==> src/rtl/piso_serializer.sv <==
// Parallel-in serial-out stage: accepts N-bit words over valid/ready and shifts
// them out one bit per clock with frame strobes and an optional inter-word gap.
module piso_serializer #(
    parameter int unsigned N         = 8,
    parameter bit          LSB_FIRST = 1'b1,
    parameter int unsigned GAP       = 0
) (
    input  logic         clk,
    input  logic         rst,
    input  logic [N-1:0] din,
    input  logic         din_valid,
    output logic         din_ready,
    output logic         sout,
    output logic         sout_valid,
    output logic         frame_start,
    output logic         last_bit,
    output logic         busy
);

    localparam int unsigned   CW       = $clog2(N);
    localparam logic [CW-1:0] LAST_CNT = CW'(N - 1);
    localparam logic [7:0]    GAP_LAST = 8'((GAP > 0) ? GAP - 1 : 0);
    localparam bit            HAS_GAP  = (GAP != 0);

    localparam logic [1:0] ST_IDLE  = 2'd0;
    localparam logic [1:0] ST_SHIFT = 2'd1;
    localparam logic [1:0] ST_GAP   = 2'd2;

    logic [1:0]    state_q, state_d;
    logic [N-1:0]  sreg_q, sreg_d;
    logic [CW-1:0] bit_cnt_q, bit_cnt_d;
    logic [7:0]    gap_cnt_q, gap_cnt_d;
    logic          sout_q, sout_d;
    logic          sout_valid_q, sout_valid_d;
    logic          frame_start_q, frame_start_d;
    logic          last_bit_q, last_bit_d;
    logic          busy_q, busy_d;
    logic          transfer_s;
    logic [N-1:0]  shifted_s;

    // Ready in IDLE, and on the last bit when streaming without a gap
    assign din_ready  = (state_q == ST_IDLE) ||
                        ((state_q == ST_SHIFT) && (bit_cnt_q == LAST_CNT) && !HAS_GAP);
    assign transfer_s = din_valid & din_ready;
    assign shifted_s  = LSB_FIRST ? (sreg_q >> 1) : (sreg_q << 1);

    // Next-state, shift register and counter update
    always_comb begin
        state_d   = state_q;
        sreg_d    = sreg_q;
        bit_cnt_d = bit_cnt_q;
        gap_cnt_d = gap_cnt_q;
        case (state_q)
            ST_IDLE: begin
                if (transfer_s) begin
                    sreg_d    = din;
                    bit_cnt_d = {CW{1'b0}};
                    state_d   = ST_SHIFT;
                end else begin
                    state_d   = ST_IDLE;
                end
            end
            ST_SHIFT: begin
                if (bit_cnt_q == LAST_CNT) begin
                    if (HAS_GAP) begin
                        sreg_d    = shifted_s;
                        gap_cnt_d = 8'd0;
                        state_d   = ST_GAP;
                    end else if (transfer_s) begin
                        sreg_d    = din;
                        bit_cnt_d = {CW{1'b0}};
                        state_d   = ST_SHIFT;
                    end else begin
                        sreg_d    = shifted_s;
                        bit_cnt_d = {CW{1'b0}};
                        state_d   = ST_IDLE;
                    end
                end else begin
                    sreg_d    = shifted_s;
                    bit_cnt_d = bit_cnt_q + CW'(1);
                end
            end
            ST_GAP: begin
                if (gap_cnt_q == GAP_LAST) begin
                    gap_cnt_d = 8'd0;
                    bit_cnt_d = {CW{1'b0}};
                    state_d   = ST_IDLE;
                end else begin
                    gap_cnt_d = gap_cnt_q + 8'd1;
                end
            end
            default: begin
                state_d   = ST_IDLE;
                sreg_d    = {N{1'b0}};
                bit_cnt_d = {CW{1'b0}};
                gap_cnt_d = 8'd0;
            end
        endcase
    end

    // Outputs are derived from the next state so they appear registered
    always_comb begin
        sout_valid_d  = (state_d == ST_SHIFT);
        busy_d        = (state_d != ST_IDLE);
        frame_start_d = sout_valid_d && (bit_cnt_d == {CW{1'b0}});
        last_bit_d    = sout_valid_d && (bit_cnt_d == LAST_CNT);
        if (sout_valid_d) begin
            sout_d = LSB_FIRST ? sreg_d[0] : sreg_d[N-1];
        end else begin
            sout_d = 1'b0;
        end
    end

    // State and output registers with synchronous reset
    always_ff @(posedge clk) begin
        if (rst) begin
            state_q       <= ST_IDLE;
            sreg_q        <= {N{1'b0}};
            bit_cnt_q     <= {CW{1'b0}};
            gap_cnt_q     <= 8'd0;
            sout_q        <= 1'b0;
            sout_valid_q  <= 1'b0;
            frame_start_q <= 1'b0;
            last_bit_q    <= 1'b0;
            busy_q        <= 1'b0;
        end else begin
            state_q       <= state_d;
            sreg_q        <= sreg_d;
            bit_cnt_q     <= bit_cnt_d;
            gap_cnt_q     <= gap_cnt_d;
            sout_q        <= sout_d;
            sout_valid_q  <= sout_valid_d;
            frame_start_q <= frame_start_d;
            last_bit_q    <= last_bit_d;
            busy_q        <= busy_d;
        end
    end

    assign sout        = sout_q;
    assign sout_valid  = sout_valid_q;
    assign frame_start = frame_start_q;
    assign last_bit    = last_bit_q;
    assign busy        = busy_q;

endmodule

==> config.mk <==
export PLATFORM = sky130hd
export DESIGN_NAME = piso_serializer
export DESIGN_NICKNAME = d
export VERILOG_FILES = /design/src/rtl/piso_serializer.sv
export SDC_FILE = /design/constraint.sdc
export NUM_CORES = 1
export LEC_CHECK = 0
export BUFFER_PORTS_ARGS = -buffer_cell sky130_fd_sc_hd__buf_2
export CAP_MARGIN = 20
export CORE_MARGIN = 5
export CORE_UTILIZATION = 55
export DETAILED_ROUTE_END_ITERATION = 6
export PLACE_DENSITY = 0.77
export SLEW_MARGIN = 20
export SYNTH_ARGS = -nofsm -noshare
export SYNTH_HDL_FRONTEND = slang
export SYNTH_SLANG_ARGS = --single-unit
==> constraint.sdc <==
create_clock -name clk -period 2.4 [get_ports clk]
set_input_delay 0.48 -clock clk [delete_from_list [all_inputs] [get_ports clk]]
set_output_delay 0.48 -clock clk [all_outputs]
set_load 0.02 [all_outputs]
---- After elaboration in Yosys (flattened, before gate mapping) ----
Cells that the tools add are included.
storage, ports and cells
  bits in registers ....................... 26
  bits of input ports ..................... 11
  output and inout bits ................... 6
  logic and storage cells ................. 46
cells by class
  add/sub/neg operators ................... 2
  eq/ne operators ......................... 6
  mux-type cells .......................... 14
  bitwise gates (word level) .............. 3
  reductions and logical operators ........ 11
operator list
  cell                                                             number
  8-bit two-way mux                                                4
  8-bit case mux with 3 select lines                               1
  8-bit case mux with 2 select lines                               1
  3-bit two-way mux                                                3
  3-bit case mux with 3 select lines                               1
  8-bit by 1-bit adder with 8-bit output, second input constant    1
  8-bit logical NOT                                                1
  3-bit == test, second input constant                             2
  2-bit case mux with 3 select lines                               1
  2-bit by 1-bit == test with 1-bit output, second input constant  2
  2-bit two-way mux                                                2
  2-bit OR reduction                                               2
  3-bit by 1-bit adder with 3-bit output, second input constant    1
  1-bit logical AND                                                3
  3-bit logical NOT                                                1
  2-bit == test, second input constant                             1
  2-bit logical NOT                                                1
  2-bit != test, second input constant                             1
  1-bit NOT                                                        2
  2-bit AND reduction                                              1
  2-bit nonzero test                                               1
  1-bit AND                                                        1
  1-bit logical OR                                                 1
  1-bit two-way mux                                                1

---- Logic depth before layout (Yosys ltp) ----
  depth in word-level cells ............... 10
  mapped depth ............................ 7
  depth with buffers taken out ............ 6

---- Worst setup path before layout ----
No wires, ideal clock.
  path kind ............................... flip-flop to flip-flop
  start point ............................. register bit_cnt_q[0]
  end point ............................... register sreg_q[0]
  library setup time ...................... 0.132 ns
  arrival time ............................ 1.417 ns
  required time ........................... 2.268 ns
  setup slack ............................. 0.851 ns
  cell stages (with the launch flop) ...... 7
  buffers on the path ..................... 0
  period minus slack after synthesis ...... 1.549 ns
  cells stage by stage .................... dfxtp_1 -> ha_1 -> ha_1 -> nand2_1 -> mux2_2 -> nand3_1 -> a21oi_1
between the ends
  word-level cells in the longest chain between the ends .. 7
  elaborated cells between the ends (all ways) .. 8
  classes of those cells .................. eq/ne (1); mux (4); bitwise (1); reduce/logical (2)
RTL lines
  element                               line    source
  start, declared                       31      logic [CW-1:0] bit_cnt_q, bit_cnt_d;
  start signal, assigned                119     bit_cnt_q <= {CW{1'b0}};
  start signal, assigned                129     bit_cnt_q <= bit_cnt_d;
  3-bit == test *                       43, 64
  1-bit logical AND                     43      ((state_q == ST_SHIFT) && (bit_cnt_q == LAST_CNT) && !HAS_GAP);
  1-bit logical OR                      42      assign din_ready = (state_q == ST_IDLE) ||
  1-bit AND                             44      assign transfer_s = din_valid & din_ready;
  8-bit two-way mux                     69      end else if (transfer_s) begin
  8-bit two-way mux                     64      if (bit_cnt_q == LAST_CNT) begin
  8-bit case mux with 3 select lines *  53      case (state_q)
  end signal, assigned                  118     sreg_q <= {N{1'b0}};
  end signal, assigned                  128     sreg_q <= sreg_d;
  end, declared                         30      logic [N-1:0] sreg_q, sreg_d;
Every way passes the cells marked *; elsewhere a longest branch is shown, timed or not. The select of a mux whose other input is x is not followed.
A chain may end at the register's enable or synchronous reset.

---- Worst setup path in the final report ----
  start point ............................. register state_q[0]
  end point ............................... output port din_ready
between the ends
  word-level cells in the longest chain between the ends .. 3
  elaborated cells between the ends (all ways) .. 4
  classes of those cells .................. eq/ne (1); reduce/logical (3)
RTL lines
  element                                   line  source
  start, declared                           29    logic [1:0] state_q, state_d;
  start signal, assigned                    127   state_q <= state_d;
  2-bit by 1-bit == test with 1-bit output  43
  1-bit logical AND                         43
  1-bit logical OR *                        42
  end, declared                             12    output logic din_ready,
Every way passes the cells marked *; elsewhere a longest branch is shown, timed or not.

==> metrics.md <==
| Metric | Value |
|---|---|
| DR iter-0 viols | `44` |
| Rows | `17` |
| Clock Sinks | `26` |
| Synth Cell Area | `0.001272 mm^2` |
| Mean post-synth cell area | `9.496 um^2` |
| Worst path slowest cell | `dfxtp_1` |
| Area Overhead vs Synth | `11.60%` |
| Final Hold Viols | `0` |
| Detail Route Antenna Nets | `0` |
| Post-layout min period | `2157 ps` |
| Detailed-route wire length | `2476 um` |
| Initial antenna violation count | `0` |
| Int Power | `0.6579 mW` |
| DR vias | `992` |
| Drt via density | `5.573` |
| Antenna cells | `0` |
| WL/cell | `13.91 um` |
| Final Worst Setup Slack | `243.5 ps` |
| GPL Wtd Cong | `0.7780` |
| Relative slew slack | `55.85%` |
| Seq/Total Area, Yosys | `40.90%` |
| Die W | `58.10 um` |
| Die Footprint | `0.003376 mm^2` |
| Post-synth net total | `149` |
| Crit path capture type | `output port` |
| Clk Latency, worst-skew pair | `320 ps` |
| Die Y | `58.10 um` |
| Async set or reset register ratio after synthesis | `0%` |
| NetSw | `0.1894 mW` |
| Worst EP arrival | `1680 ps` |
| Gate Count Post-Synth | `134` |
| # DRC | `0` |
| Worst setup SP type | `register` |
| Worst VDD drop | `445.9 uV` |
| Max-slew violation count | `0` |
| Number of synthesized flops with an enable pin | `0` |
| PwrDens | `596.7 mW/mm^2` |
| H-tree levels | `1` |
| Min-Delay Path Class | `register to register` |
| MaxCap Viol Count | `0` |
| Pre-CTS setup slack | `599.9 ps` |
| Library cells used by synthesis | `39` |
| Clk slew on worst S/H paths | `140 ps` |
| Period utilization | `89.86%` |
| DP HPWL | `1820 um` |
| Status | `finished, final reports clean` |
| Placeable Area | `0.002212 mm^2` |
| Post-synth top area cell | `dfxtp_1` |
| 1st-pass router iterations | `4` |
| Primary FF master, synth | `dfxtp_1` |
| Hold_buf cts | `0` |
| Total CTS buffers | `3` |
| CTS root buf | `clkbuf_4` |
| RSZ-0062 raised after global routing | `no` |
| Number of global-route vias before repair | `952` |
| IO Count | `17` |
| First-pass GRT wire length | `4153 um` |
| Final setup vio count | `0` |
| Post-synth top area share | `40.90%` |
| Post-CTS Setup Inserts | `0` |
| Sequential Power Share | `54.5%` |
| Net Sw Frac | `22.36%` |
| Ys Warns | `0` |
| Nets | `166` |
| Max Fclk | `0.4637 GHz` |
| Setup TNS | `0 ps` |
| IO Port Bufs | `16` |
| Share of cells above drive strength 1 | `22.00%` |
| CTS resizes | `0` |
| Final global-route overflow total | `0` |
| Maximum clock insertion buffer count | `2` |
| CP Cell Sequence | `nor2b_1 -> nor2_1 -> buf_2` |
| Kind of critical path | `register to output port` |
| Starting density of the core | `57.52%` |
| Largest net degree at the start of global routing | `22` |
| Clk_skew | `6.319 ps` |
| Combinational share of power | `10.4%` |
| CTS tree | `built` |
| Leak | `0.6492 nW` |
| Total power | `0.8473 mW` |
| Clock power frac | `35.1%` |
| Least-Margin Pin Slew | `661.3 ps` |
| Tot GR Track Use | `15.74%` |
| CP required | `1920 ps` |
| Max FO, Critical Path | `21` |
| CP max stage delay | `770 ps` |
| Flops & latches, synth | `26` |
| Synth area leaders | `dfxtp_1, mux2i_1, nor2_1` |
power by group through the flow:
stage | clock network [mW] | registers [mW] | logic (mW)
floorplan | 0 | 0.470 | 0.0602
global placement | 0 | 0.470 | 0.0847
detailed placement | 0 | 0.471 | 0.0877
CTS | 0.306 | 0.462 | 0.0887
global route | 0.321 | 0.464 | 0.0982
finish | 0.297 | 0.462 | 0.0881
worst paths after layout:
path	start	to	slack (ps)	depth (start not counted)
setup / recovery	state_q[0]	din_ready	240	3
hold / removal	sreg_q[1]	sreg_q[1]	480	2
setup reg to reg	state_q[0]	last_bit	550	4
hold reg to reg	sreg_q[1]	sreg_q[1]	480	2
cells in the mapped netlist, types with 2 or more instances:
cell type / count
a31oi_1: 4
nor3b_1: 2
inv_1: 5
nand2_1: 8
nand2b_1: 3
a221oi_2: 2
ha_1: 4
nor4b_1: 2
a22o_1: 2
o22a_1: 5
and3_1: 3
nor2b_1: 2
buf_4: 3
mux2i_1: 13
a21oi_1: 6
dfxtp_1: 26
o21ai_0: 4
nand3_1: 4
nor2_1: 14
or2_2: 3
flip-flops by register name, summed over array words and instances, names as in the netlist:
register and flops:
bit_cnt_q 3, busy 1, frame_start 1, gap_cnt_q 8, last_bit 1, sout 1, sout_valid 1, sreg_q 8
state_q 2
area by class of cell:
class / count / area, um^2
fillers: 186 / 792.0
multi-input cells: 97 / 698.2
flip-flops and latches: 26 / 520.5
repair buffers: 18 / 95.09
well taps: 28 / 35.03
clock inverters: 1 / 30.03
clock buffers: 3 / 22.52
inverters: 5 / 18.77
routing by layer:
layer  global-route usage, %  share of wire (%)
met5                       0                  0
met4                   6.954                2.1
met3                   2.227                3.4
met2                   27.90                 49
met1                   18.67                 46
critical path: cells and delay by family (launching register included):
family | cells | cell delay (ps)
buf+inv | 1 | 170
simple gates | 2 | 410
flops | 1 | 770
layout by cell type (no fill, tap or decap), types with 2 or more instances in the layout:
master    Yosys  routed
or2_2         3       3
nor4b_1       2       2
o22a_1        5       5
and3_1        3       3
o21ai_0       4       4
inv_1         5       5
nor2_1       14      14
nor2b_1       2       2
a31oi_1       4       4
ha_1          4       4
nand2b_1      3       3
nand2_1       8       8
dfxtp_1      26      26
mux2i_1      13      13
buf_4         3       2
a21oi_1       6       6
a221oi_2      2       2
a22o_1        2       2
nand3_1       4       4
nor3b_1       2       2
clkbuf_4      0       3
buf_2         1      16
stage by stage:
step / hold WS, ps / cell area [um^2] / instances / utilization [%]
6_report: 476.6 / 1420 / 178 / 64.20
3_5_place_dp: 454.9 / 1368 / 174 / 61.82
3_3_place_gp: 441.5 / 1368 / 174 / 61.82
2_1_floorplan: 428.5 / 1272 / 134 / -
4_1_cts: 473.9 / 1420 / 178 / 64.20
5_1_grt: 490.4 / 1420 / 178 / 64.20
cell families (layout without fill, tap and decap cells):
kind of cell	Yosys count	after routing	share of synthesized area, %
adder cells (fa/ha/maj)	4	4	3.933
AND/OR/NAND/NOR	48	48	21.44
multiplexers	14	14	11.11
XOR/XNOR	2	2	1.377
buffers and inverters	11	27	4.227
AO/OA/AOI/OAI	29	29	17.01
flip-flops	26	26	40.90
Note: power is estimated with default switching activity, not from simulation.
